## src/rtl/mem_port_arbiter_if.sv

```systemverilog
// Fetch, data and memory-side request/grant/valid bundle for the port arbiter.
// The arbiter takes the master view; the environment around it takes slave.
interface mem_port_arbiter_if;
  logic        instr_req;
  logic [31:0] instr_adr;
  logic        instr_gnt;
  logic        instr_r_valid;
  logic [31:0] instr_read;

  logic        data_req;
  logic [31:0] data_adr;
  logic        data_write_enable;
  logic [31:0] data_write;
  logic        data_gnt;
  logic        data_r_valid;
  logic [31:0] data_read;

  logic        mem_req;
  logic [31:0] mem_adr;
  logic        mem_we;
  logic [31:0] mem_wdata;
  logic        mem_gnt;
  logic        mem_r_valid;
  logic [31:0] mem_read;

  modport master (
    input  instr_req, instr_adr,
    output instr_gnt, instr_r_valid, instr_read,
    input  data_req, data_adr, data_write_enable, data_write,
    output data_gnt, data_r_valid, data_read,
    output mem_req, mem_adr, mem_we, mem_wdata,
    input  mem_gnt, mem_r_valid, mem_read
  );

  modport slave (
    output instr_req, instr_adr,
    input  instr_gnt, instr_r_valid, instr_read,
    output data_req, data_adr, data_write_enable, data_write,
    input  data_gnt, data_r_valid, data_read,
    input  mem_req, mem_adr, mem_we, mem_wdata,
    output mem_gnt, mem_r_valid, mem_read
  );
endinterface

```

## src/rtl/mem_port_arbiter.sv

```systemverilog
// Shares one memory port between fetch and data requesters.
// An in-order ID FIFO steers each response back to its issuer.
module mem_port_arbiter #(
  parameter int unsigned MAX_OUTSTANDING = 2,
  parameter int unsigned STARVE_LIMIT    = 4
) (
  input  logic               clk,
  input  logic               res,
  mem_port_arbiter_if.master bus,
  output logic [2:0]         outstanding,
  output logic               resp_err
);

  typedef enum logic {ARB, HOLD} state_t;

  state_t      state;
  state_t      state_nxt;
  logic        owner;
  logic        winner;
  logic        sel;
  logic        mreq;
  logic        gnt;
  logic        full;
  logic        pop;
  logic        head;
  logic [3:0]  starve_cnt;
  logic [3:0]  fifo;
  logic [1:0]  wr_ptr;
  logic [1:0]  rd_ptr;
  logic [2:0]  count;

  assign full = (count == 3'(MAX_OUTSTANDING));

  always_comb begin
    winner = bus.data_req;
    if (bus.instr_req && bus.data_req &&
        starve_cnt == 4'(STARVE_LIMIT))
      winner = 1'b0;
  end

  always_ff @(posedge clk or negedge res) begin
    if (!res) begin
      state <= ARB;
      owner <= 1'b0;
    end else begin
      state <= state_nxt;
      if (state == ARB && state_nxt == HOLD)
        owner <= winner;
    end
  end

  always_comb begin
    state_nxt = state;
    unique case (state)
      ARB:  if (mreq && !bus.mem_gnt) state_nxt = HOLD;
      HOLD: if (bus.mem_gnt) state_nxt = ARB;
      default: state_nxt = ARB;
    endcase
  end

  // An un-granted request is never switched, even if a new one shows up.
  always_comb begin
    mreq = 1'b0;
    sel  = winner;
    unique case (state)
      ARB:  mreq = (bus.instr_req | bus.data_req) & ~full;
      HOLD: begin
        mreq = 1'b1;
        sel  = owner;
      end
      default: mreq = 1'b0;
    endcase
    mreq = mreq & res;
  end

  assign gnt  = mreq & bus.mem_gnt;
  assign head = fifo[rd_ptr];
  assign pop  = bus.mem_r_valid & (count != 3'd0) & res;

  assign bus.mem_req       = mreq;
  assign bus.mem_adr       = sel ? bus.data_adr : bus.instr_adr;
  assign bus.mem_we        = sel & bus.data_write_enable;
  assign bus.mem_wdata     = sel ? bus.data_write : 32'd0;
  assign bus.instr_gnt     = gnt & ~sel;
  assign bus.data_gnt      = gnt & sel;
  assign bus.instr_r_valid = pop & ~head;
  assign bus.data_r_valid  = pop & head;
  assign bus.instr_read    = bus.mem_read;
  assign bus.data_read     = bus.mem_read;
  assign outstanding       = count;

  always_ff @(posedge clk or negedge res) begin
    if (!res) begin
      fifo     <= '0;
      wr_ptr   <= '0;
      rd_ptr   <= '0;
      count    <= '0;
      resp_err <= 1'b0;
    end else begin
      if (gnt) begin
        fifo[wr_ptr] <= sel;
        wr_ptr       <= wr_ptr + 2'd1;
      end
      if (pop)
        rd_ptr <= rd_ptr + 2'd1;
      if (gnt && !pop)
        count <= count + 3'd1;
      else if (pop && !gnt)
        count <= count - 3'd1;
      if (bus.mem_r_valid && count == 3'd0)
        resp_err <= 1'b1;
    end
  end

  always_ff @(posedge clk or negedge res) begin
    if (!res)
      starve_cnt <= '0;
    else if (!bus.instr_req || bus.instr_gnt)
      starve_cnt <= '0;
    else if (bus.data_gnt && starve_cnt != 4'(STARVE_LIMIT))
      starve_cnt <= starve_cnt + 4'd1;
  end

endmodule

```

## src/flat_wrapper.sv

```systemverilog
// flat-port wrapper written by rule: the top's interface ports become plain ports
module mem_port_arbiter_flat 
#(
  parameter int unsigned MAX_OUTSTANDING = 2,
  parameter int unsigned STARVE_LIMIT    = 4
)
  (clk, res, outstanding, resp_err, bus_instr_req, bus_instr_adr, bus_instr_gnt, bus_instr_r_valid, bus_instr_read, bus_data_req, bus_data_adr, bus_data_write_enable, bus_data_write, bus_data_gnt, bus_data_r_valid, bus_data_read, bus_mem_req, bus_mem_adr, bus_mem_we, bus_mem_wdata, bus_mem_gnt, bus_mem_r_valid, bus_mem_read);
  mem_port_arbiter_if bus_i ();
  input  logic clk;
  input  logic res;
  output logic [2:0] outstanding;
  output logic resp_err;
  input wire logic [$bits(bus_i.instr_req)-1:0] bus_instr_req;
  input wire logic [$bits(bus_i.instr_adr)-1:0] bus_instr_adr;
  output wire logic [$bits(bus_i.instr_gnt)-1:0] bus_instr_gnt;
  output wire logic [$bits(bus_i.instr_r_valid)-1:0] bus_instr_r_valid;
  output wire logic [$bits(bus_i.instr_read)-1:0] bus_instr_read;
  input wire logic [$bits(bus_i.data_req)-1:0] bus_data_req;
  input wire logic [$bits(bus_i.data_adr)-1:0] bus_data_adr;
  input wire logic [$bits(bus_i.data_write_enable)-1:0] bus_data_write_enable;
  input wire logic [$bits(bus_i.data_write)-1:0] bus_data_write;
  output wire logic [$bits(bus_i.data_gnt)-1:0] bus_data_gnt;
  output wire logic [$bits(bus_i.data_r_valid)-1:0] bus_data_r_valid;
  output wire logic [$bits(bus_i.data_read)-1:0] bus_data_read;
  output wire logic [$bits(bus_i.mem_req)-1:0] bus_mem_req;
  output wire logic [$bits(bus_i.mem_adr)-1:0] bus_mem_adr;
  output wire logic [$bits(bus_i.mem_we)-1:0] bus_mem_we;
  output wire logic [$bits(bus_i.mem_wdata)-1:0] bus_mem_wdata;
  input wire logic [$bits(bus_i.mem_gnt)-1:0] bus_mem_gnt;
  input wire logic [$bits(bus_i.mem_r_valid)-1:0] bus_mem_r_valid;
  input wire logic [$bits(bus_i.mem_read)-1:0] bus_mem_read;
  assign bus_i.instr_req = bus_instr_req;
  assign bus_i.instr_adr = bus_instr_adr;
  assign bus_instr_gnt = bus_i.instr_gnt;
  assign bus_instr_r_valid = bus_i.instr_r_valid;
  assign bus_instr_read = bus_i.instr_read;
  assign bus_i.data_req = bus_data_req;
  assign bus_i.data_adr = bus_data_adr;
  assign bus_i.data_write_enable = bus_data_write_enable;
  assign bus_i.data_write = bus_data_write;
  assign bus_data_gnt = bus_i.data_gnt;
  assign bus_data_r_valid = bus_i.data_r_valid;
  assign bus_data_read = bus_i.data_read;
  assign bus_mem_req = bus_i.mem_req;
  assign bus_mem_adr = bus_i.mem_adr;
  assign bus_mem_we = bus_i.mem_we;
  assign bus_mem_wdata = bus_i.mem_wdata;
  assign bus_i.mem_gnt = bus_mem_gnt;
  assign bus_i.mem_r_valid = bus_mem_r_valid;
  assign bus_i.mem_read = bus_mem_read;
  mem_port_arbiter #(.MAX_OUTSTANDING(MAX_OUTSTANDING), .STARVE_LIMIT(STARVE_LIMIT)) u_core (.clk(clk), .res(res), .bus(bus_i), .outstanding(outstanding), .resp_err(resp_err));
endmodule
```

## config.mk

```make
export PLATFORM = sky130hd
export DESIGN_NAME = mem_port_arbiter_flat
export DESIGN_NICKNAME = d
export VERILOG_FILES = /design/src/rtl/mem_port_arbiter_if.sv /design/src/rtl/mem_port_arbiter.sv /design/src/flat_wrapper.sv
export SDC_FILE = /design/constraint.sdc
export NUM_CORES = 1
export LEC_CHECK = 0
export BUFFER_PORTS_ARGS = -buffer_cell sky130_fd_sc_hd__buf_2
export CORE_AREA = 4 4 104 106
export CTS_CLUSTER_DIAMETER = 40
export DETAILED_ROUTE_END_ITERATION = 16
export DIE_AREA = 0 0 108 110
export MAX_ROUTING_LAYER = met4
export PLACE_DENSITY = 0.7
export REMOVE_ABC_BUFFERS = 1
export SETUP_SLACK_MARGIN = 0.4
export SYNTH_ARGS = -nofsm -noshare
export SYNTH_HDL_FRONTEND = slang
export SYNTH_SLANG_ARGS = --single-unit
```

## constraint.sdc

```tcl
create_clock -name clk -period 3.4 [get_ports clk]
set_input_delay 0.34 -clock clk [delete_from_list [all_inputs] [get_ports clk]]
set_output_delay 0.34 -clock clk [all_outputs]
set_load 0.05 [all_outputs]
```

==> impl_metrics.yaml, run 1 <==
floorplanning:
  dieArea_sq_um: 11900
  coreArea_sq_um: 9770
  num_rows: 36
  initial_core_util_pct: 21.6
  die_h_microns: 110
  die_w_microns: 108
  ios: 273
logic_synthesis:
  syn-cell-area_sq_um: 2110
  synth.area.top_cells: "buf_4 23%, dfrtp_1 21%, mux2_2 20%"
  ys.flop_type: "dfrtp_1"
  synth_seq_cells: 18
  synth_edf_count: 0
  synth.yosys.seq_area_share_pct: 21.3
  async_reset_ff_share_pct: 100
  syn_inst: 231
  yosysWarnings: 0
  yosysTopAreaCell: "buf_4"
  syn_area_per_cell_sq_um: 9.14
  synthDistinctLibCells: 38
  yosysTopAreaCellShare_pct: 23.1
grt:
  grt_pass1_vias: 2017
  track_usage_pct: 13.8
  grt_pass1_wl_microns: 11900
  grt-ovfl-total: 0
  grt_max_degree: 76
  antenna_found_initial: 0
detailed_routing:
  drt_iter0_markers: 44
  via_per_inst: 4.26
  drt-pass1-iter-count: 4
  wl_per_cell_microns: 18.3
  wirelength_microns: 8660
  drc: 0
  vias: 2010
  ant_nets: 0
cts:
  numCtsBuffers: 3
  cts_setup_buffers: 0
  clk_path_buf_depth: 2
  cts_htree_levels: 1
  ctsRootBufferMaster: "clkbuf_8"
  tritoncts: "built"
  post_cts_resize_count: 0
  clk_latency_ns: 0.26
  ctsHoldBuffers: 0
  clkSlewWorstSetupHoldPaths_ns: 0.07
  clock-sinks: 18
worst_setup_path:
  crit_type: "reg -> out"
  critPathBufInv: 3
  critPathCaptureType: "output port"
  reg2reg_depth: 6
  crit_chain: "inv_1 -> ha_1 -> and3b_1 -> a31oi_4 -> buf_12 -> mux2_2 -> buf_2"
  slowest_stage: "dfrtp_1"
  crit_family: "buffers and inverters"
  crit_path_start_kind: "flip-flop"
  cp.required_ns: 3.06
  max_stage_delay_ns: 0.41
  worstPathArrival_ns: 2.31
  r2r_start: "u_core.state"
  worst_r2r_endpoint: "u_core.outstanding[1]"
  regToRegSetupSlack_ns: 0.85
  cp_max_fo: 75
timing:
  slew-limit-headroom_pct: 63.4
  fin_hold_ws_ns: 0.0606
  rsz0062_at_grt: "false"
  setup_ws_ns: 0.754
  setup_viol: 0
  slew_violations: 0
  min_period_over_period_pct: 77.8
  hold_viol_final: 0
  clock_skew_ns: 0.00347
  tightest_slew_ns: 0.548
  fin_crit_ns: 2.65
  clock.fmax_ghz: 0.378
worst_hold_path:
  min_path_type: "in -> async"
layout:
  final_net_count: 483
  diodes: 0
  syn2layout_area_growth_pct: 28.6
  drive_above_1_share_pct: 66.1
place:
  place_congestion: 0.798
  dp_slack_ns: 0.852
  hpwlAfterDp_microns: 7410
  portBuffers: 176
power:
  p_per_area_nw_per_um2: 624
  leakagePower_nw: 1.44
  vdd_drop_max_uv: 454
  p_total_mw: 1.70
status:
  status: "finished clean"
run:
  max_cap_viol_count: 0
## cells in the mapped netlist (3+ instances only)
cell,instances
mux2_2,37
nand2_1,8
ha_1,7
buf_2,3
and2_1,34
xnor2_1,4
nand3_1,4
nor2_1,3
clkbuf_1,3
buf_4,65
inv_1,11
dfrtp_1,18
## worst max path at each step
stage                            endpoint             startpoint  slack, ns  cells past startpoint
finish                    bus_mem_adr[21]   u_core.starve_cnt[0]       0.75                      7
floorplan                   bus_instr_gnt   u_core.starve_cnt[0]      -1.52                      5
CTS                       bus_mem_adr[27]   u_core.starve_cnt[0]       0.75                      7
detailed placement  u_core.outstanding[1]  u_core.outstanding[0]       0.85                      6
global route              bus_mem_adr[13]   u_core.starve_cnt[0]       0.62                      7
global placement    u_core.outstanding[1]  u_core.outstanding[0]       0.93                      6
## power by group
part / switching, mW / internal [mW]
Sequential: 0.0671 / 0.293
Combinational: 0.792 / 0.369
Clock: 0.0712 / 0.103
Total: 0.930 / 0.765
## flip-flops by register name, summed over array words and instances (netlist names)
register,flops
u_core.rd_ptr,2
u_core.fifo,4
u_core.resp_err,1
u_core.wr_ptr,2
u_core.outstanding,3
u_core.state,1
u_core.owner,1
u_core.starve_cnt,4
## worst register-to-register path, cell delays in order (launching register included)
cell and delay [ns]:
dfrtp_1 0.42, or4b_1 0.56, and4b_1 0.41, ha_1 0.30
inv_1 0.07, fa_1 0.40, mux2_2 0.27
## final cells by class
type / count / area (sq um)
Clock buffer: 4 / 55.1
Fill cell: 1072 / 7060
Inverter: 11 / 41.3
Multi-Input combinational cell: 128 / 1090
Sequential cell: 18 / 450
Tap cell: 133 / 166
Timing Repair Buffer: 178 / 908
## placed cells by master (no fill, tap or decap), types with 2 or more instances in the layout
cell and instances:
buf_2 176, mux2_2 37, and2_1 34, dfrtp_1 18, inv_1 11, nand2_1 8, ha_1 7, nand3_1 4
xnor2_1 4, clkbuf_8 4, nor2_1 3, mux2i_1 2, or3_1 2, nor2b_1 2, nand3b_1 2, a21oi_1 2
nand4_1 2, xor2_1 2
## cell families after synthesis
family / synth area share (%)
compound gates: 3.85
xor+xnor: 2.49
fa+ha+maj: 5.09
buf+inv: 27.5
flops: 21.3
mux: 21.7
simple gates: 17.9
## per-layer routing
layer	vias up	part of all wire, %	global-route usage, %
met5	-	0	-
met4	0	0.28	1.35
met3	4	18	11.3
met1	911	43	18.1
met2	179	39	16.4
li1	916	-	-
## per-stage QoR
| stage | TNS (ns) | std cells | utilization (%) | instance area [sq um] |
|---|---|---|---|---|
| after floorplan | -88.42 | 157 | - | 1570 |
| after global placement | 0 | 468 | 27.2 | 2660 |
| after detailed placement | 0 | 468 | 27.2 | 2660 |
| after CTS | 0 | 472 | 27.8 | 2720 |
| after global routing | 0 | 472 | 27.8 | 2720 |
| final | 0 | 472 | 27.8 | 2720 |
Power figures use the tool's default switching activity.
==> run 2, diff against run 1 <==
--- a/config.mk
+++ b/config.mk
@@ -11,7 +11,7 @@
 export DETAILED_ROUTE_END_ITERATION = 16
 export DIE_AREA = 0 0 108 110
 export MAX_ROUTING_LAYER = met4
-export PLACE_DENSITY = 0.7
+export PLACE_DENSITY = 0.72
 export REMOVE_ABC_BUFFERS = 1
 export SETUP_SLACK_MARGIN = 0.4
 export SYNTH_ARGS = -nofsm -noshare
==> constraint.sdc (replaced) <==
create_clock -name clk -period 2.27 [get_ports clk]
set_input_delay 0.227 -clock clk [delete_from_list [all_inputs] [get_ports clk]]
set_output_delay 0.227 -clock clk [all_outputs]
set_load 0.05 [all_outputs]
==> impl_metrics.yaml, run 2 (synthesized netlist as in run 1, its figures left out) <==
timing:
  slew_violations: 0
  fin_crit_ns: 2.40
  final.setup.tns_ns: -3.96
  clock_skew_ns: 0.00354
  clock.fmax_ghz: 0.417
  min_period_over_period_pct: 106
  hold_viol_final: 0
  setup_viol: 49
  slew-limit-headroom_pct: 71.8
  setup_ws_ns: -0.130
  tightest_slew_ns: 0.422
  rsz0062_at_grt: "true"
  fin_hold_ws_ns: 0.169
worst_setup_path:
  crit_chain: "inv_2 -> ha_4 -> and3b_2 -> a31oi_4 -> buf_6 -> buf_8 -> clkbuf_16 -> mux2_4 -> buf_8"
  crit_family: "buffers and inverters"
  regToRegSetupSlack_ns: 0.06
  max_stage_delay_ns: 0.37
  crit_path_start_kind: "flip-flop"
  r2r_start: "u_core.state"
  slowest_stage: "dfrtp_1"
  critPathCaptureType: "output port"
  crit_type: "reg -> out"
  worstPathArrival_ns: 2.17
  worst_r2r_endpoint: "u_core.outstanding[1]"
  reg2reg_depth: 6
  critPathBufInv: 5
  cp.required_ns: 2.04
  critPathMostFrequentCell: "buf_8"
  cp_max_fo: 7
layout:
  diodes: 0
  design_area_sq_um: 4380
  final_core_util_pct: 44.8
  fin_cells: 516
  most-common-layout-cells: "107 x buf_2, 60 x buf_8, 37 x mux2_4, 27 x and2_4, 22 x buf_6"
  final_common_cell: "buf_2"
  syn2layout_area_growth_pct: 108
  final_net_count: 527
  drive_above_1_share_pct: 82.2
cts:
  tritoncts: "built"
  numCtsBuffers: 3
  clock-sinks: 18
  cts_htree_levels: 1
  clk_latency_ns: 0.26
  clkSlewWorstSetupHoldPaths_ns: 0.08
  ctsRootBufferMaster: "clkbuf_8"
  clk_path_buf_depth: 2
grt:
  grt_max_degree: 21
  grt-ovfl-total: 0
  track_usage_pct: 18.3
  grt_pass1_vias: 2586
  antenna_found_initial: 0
  grt_pass1_wl_microns: 15800
detailed_routing:
  vias: 2293
  drc: 0
  drt-pass1-iter-count: 4
  ant_nets: 0
  wirelength_microns: 11500
  wl_per_cell_microns: 22.3
  drt_iter0_markers: 72
  via_per_inst: 4.44
worst_hold_path:
  hold_depth: 2
  hold_start: "bus_mem_gnt"
  hold_path_end: "u_core.state"
  min_path_type: "in -> reg"
place:
  portBuffers: 176
  hpwlAfterDp_microns: 7730
  dp_slack_ns: 0.0532
  place_congestion: 0.743
  dp_cells: 476
  place_area_sq_um: 2790
floorplanning:
  die_w_microns: 108
  num_rows: 36
  dieArea_sq_um: 11900
  coreArea_sq_um: 9770
  die_h_microns: 110
  ios: 273
  initial_core_util_pct: 21.6
status:
  violations: "setup timing"
  status: "finished with violations"
run:
  max_cap_viol_count: 0
power:
  p_per_area_nw_per_um2: 891
  vdd_drop_max_uv: 413
  p_total_mw: 3.91
  leakagePower_nw: 2.24
==> run 2: final cells by class <==
type | instances | area [sq um]
sequential | 18 | 450
inverter | 11 | 41.3
multi-input combinational | 128 | 1440
fill | 924 | 5390
timing repair buffer | 222 | 2230
clock buffer | 4 | 55.1
tap | 133 | 166
==> run 2: power breakdown <==
| group | internal [mW] | switching, mW | total [mW] |
|---|---|---|---|
| Combinational | 1.54 | 1.57 | 3.11 |
| Sequential | 0.438 | 0.0839 | 0.522 |
| Clock | 0.154 | 0.116 | 0.270 |
| Total | 2.14 | 1.77 | 3.91 |
==> run 2: how the worst max path moves through the flow <==
| stage | start | cells after the start | slack (ns) | end |
|---|---|---|---|---|
| 4_1_cts | u_core.starve_cnt[1] | 9 | -0.07 | bus_mem_adr[16] |
| 3_5_place_dp | u_core.outstanding[0] | 9 | 0.05 | u_core.outstanding[2] |
| 5_1_grt | u_core.starve_cnt[0] | 9 | -0.19 | bus_mem_adr[11] |
| 2_1_floorplan | u_core.starve_cnt[0] | 5 | -2.54 | bus_instr_gnt |
| 6_report | u_core.starve_cnt[1] | 9 | -0.13 | bus_mem_adr[11] |
| 3_3_place_gp | u_core.state | 6 | 0.11 | u_core.outstanding[1] |
==> run 2: metal layers <==
layer	wire [microns]	vias up	GRT usage (%)
met5	0	-	-
met1	4690	1117	22.8
met4	0	0	1.08
met3	1410	0	10.7
met2	5420	173	26.8
li1	-	1003	-
==> run 2: repair_timing <==
item	CTS	global route
hold buffers	2	0
resized for setup	267	48
pin swaps	20	28
hold endpoints to repair	8	0
setup buffers	17	8
setup endpoints to repair	75	82
gates cloned	6	3
==> run 3, diff against run 2 <==
--- a/config.mk
+++ b/config.mk
@@ -6,12 +6,13 @@
 export NUM_CORES = 1
 export LEC_CHECK = 0
 export BUFFER_PORTS_ARGS = -buffer_cell sky130_fd_sc_hd__buf_2
-export CORE_AREA = 4 4 104 106
+export CORE_AREA = 4 4 103 105
+export CTS_BUF_LIST = sky130_fd_sc_hd__clkbuf_4
 export CTS_CLUSTER_DIAMETER = 40
 export DETAILED_ROUTE_END_ITERATION = 16
-export DIE_AREA = 0 0 108 110
+export DIE_AREA = 0 0 107 109
 export MAX_ROUTING_LAYER = met4
-export PLACE_DENSITY = 0.72
+export PLACE_DENSITY = 0.73
 export REMOVE_ABC_BUFFERS = 1
 export SETUP_SLACK_MARGIN = 0.4
 export SYNTH_ARGS = -nofsm -noshare
==> impl_metrics.yaml, run 3 (synthesized netlist as in run 1, its figures left out) <==
floorplanning:
  initial_core_util_pct: 21.9
  die_w_microns: 107
  num_rows: 36
  coreArea_sq_um: 9640
  die_h_microns: 109
  dieArea_sq_um: 11700
  ios: 273
worst_setup_path:
  critPathMostFrequentCell: "buf_12"
  critPathCaptureType: "output port"
  crit_path_start_kind: "flip-flop"
  slowest_stage: "dfrtp_1"
  cp.required_ns: 2.04
  worstPathArrival_ns: 2.11
  crit_chain: "inv_2 -> ha_4 -> and3b_2 -> a31oi_4 -> buf_12 -> buf_12 -> mux2_2 -> buf_6"
  crit_type: "reg -> out"
  cp_max_fo: 18
  max_stage_delay_ns: 0.39
power:
  leakagePower_nw: 1.94
  p_per_area_nw_per_um2: 868
  vdd_drop_max_uv: 670
  p_total_mw: 3.35
timing:
  clock_skew_ns: 0.00890
  final.setup.tns_ns: -1.47
  fin_crit_ns: 2.33
  setup_viol: 33
  slew-limit-headroom_pct: 68.8
  min_period_over_period_pct: 103
  slew_violations: 0
  setup_ws_ns: -0.0647
  clock.fmax_ghz: 0.428
  tightest_slew_ns: 0.463
  hold_viol_final: 0
  rsz0062_at_grt: "true"
grt:
  grt_max_degree: 21
  grt_pass1_wl_microns: 13800
  grt-ovfl-total: 0
  grt_pass1_vias: 2382
  track_usage_pct: 15.9
  antenna_found_initial: 0
detailed_routing:
  drc: 0
  vias: 2165
  drt-pass1-iter-count: 3
  wl_per_cell_microns: 19.6
  wirelength_microns: 9850
  drt_iter0_markers: 53
  via_per_inst: 4.30
  ant_nets: 0
cts:
  tritoncts: "built"
  numCtsBuffers: 3
  clk_path_buf_depth: 2
  clkSlewWorstSetupHoldPaths_ns: 0.11
  clk_latency_ns: 0.30
  ctsRootBufferMaster: "clkbuf_4"
  cts_htree_levels: 1
  clock-sinks: 18
layout:
  final_core_util_pct: 40.1
  most-common-layout-cells: "106 x buf_2, 57 x buf_6, 24 x mux2_2, 20 x buf_8, 19 x and2_4"
  design_area_sq_um: 3860
  diodes: 0
  final_net_count: 514
  syn2layout_area_growth_pct: 83.0
  drive_above_1_share_pct: 79.7
  fin_cells: 503
  fillers: 959
  final_common_cell: "buf_2"
place:
  dp_cells: 476
  place_congestion: 0.737
  hpwlAfterDp_microns: 7270
  portBuffers: 176
  place_area_sq_um: 2760
worst_hold_path:
  min_path_type: "in -> reg"
status:
  violations: "setup timing"
  status: "finished with violations"
run:
  max_cap_viol_count: 0
## run 3: cell count changes in the layout (fill, tap and decap cells not counted), sizes merged
cell    previous run  this run
buf              217       207
clkbuf             7         3
clkinv             0         1
## run 3: worst paths after layout
kind / to / slack [ns] / startpoint / cells past startpoint
setup / recovery: bus_mem_adr[9] / -0.06 / u_core.starve_cnt[0] / 8
max in group asynchronous: u_core.fifo[3] / 1.51 / res / 2
setup reg to reg: u_core.outstanding[1] / 0.06 / u_core.outstanding[0] / 6
min in group asynchronous: u_core.resp_err / 0.48 / res / 2
hold / removal: u_core.state / 0.11 / bus_mem_gnt / 2
hold reg to reg: u_core.resp_err / 0.48 / u_core.resp_err / 1
## run 3: critical path: cells and delay by family, from the launching register on
kind,cells,cell delay [ns]
buffers and inverters,4,0.50
muxes,1,0.36
adders and majority gates,1,0.15
DFF,1,0.39
AOI/OAI and AO/OA,1,0.16
and+or+nand+nor,1,0.22
## run 3: routing by layer
layer / up-vias / global-route usage (%) / share of wire [%]
met2: 175 / 22.9 / 46
met5: - / - / 0
li1: 978 / - / -
met4: 0 / 1.74 / 0.50
met3: 6 / 11.1 / 15
met1: 1006 / 18.8 / 38
## run 3: metrics by stage
stage / setup WS [ns] / hold slack [ns]
final: -0.0647 / 0.108
after floorplan: -2.54 / -0.0686
after CTS: -0.0762 / 0.106
after detailed placement: 0.0237 / 0.113
after global placement: 0.113 / 0.105
after global routing: -0.129 / 0.109
## run 3: area by class of cell
type,instances,area (sq um),share of cell area (%)
clock inverter,1,3.75,0.0971
inverter,11,41.3,1.07
tap,133,166,4.31
multi-input combinational,128,1350,34.9
sequential,18,450,11.7
clock buffer,3,22.5,0.583
timing repair buffer,209,1830,47.4
## run 3: where the power goes
part / switching (mW) / internal (mW) / leakage [nW]
logic: 1.44 / 1.22 / 1.70
registers: 0.0809 / 0.438 / 0.220
clock network: 0.107 / 0.0641 / 0.0154
## run 3: what timing repair did
item	4_1_cts	5_1_grt
gates resized for setup	205	39
hold buffers	2	0
endpoints found under the setup margin	76	82
hold endpoints to repair	9	0
pin swaps	23	11
buffers inserted	13	5
cloned	3	0
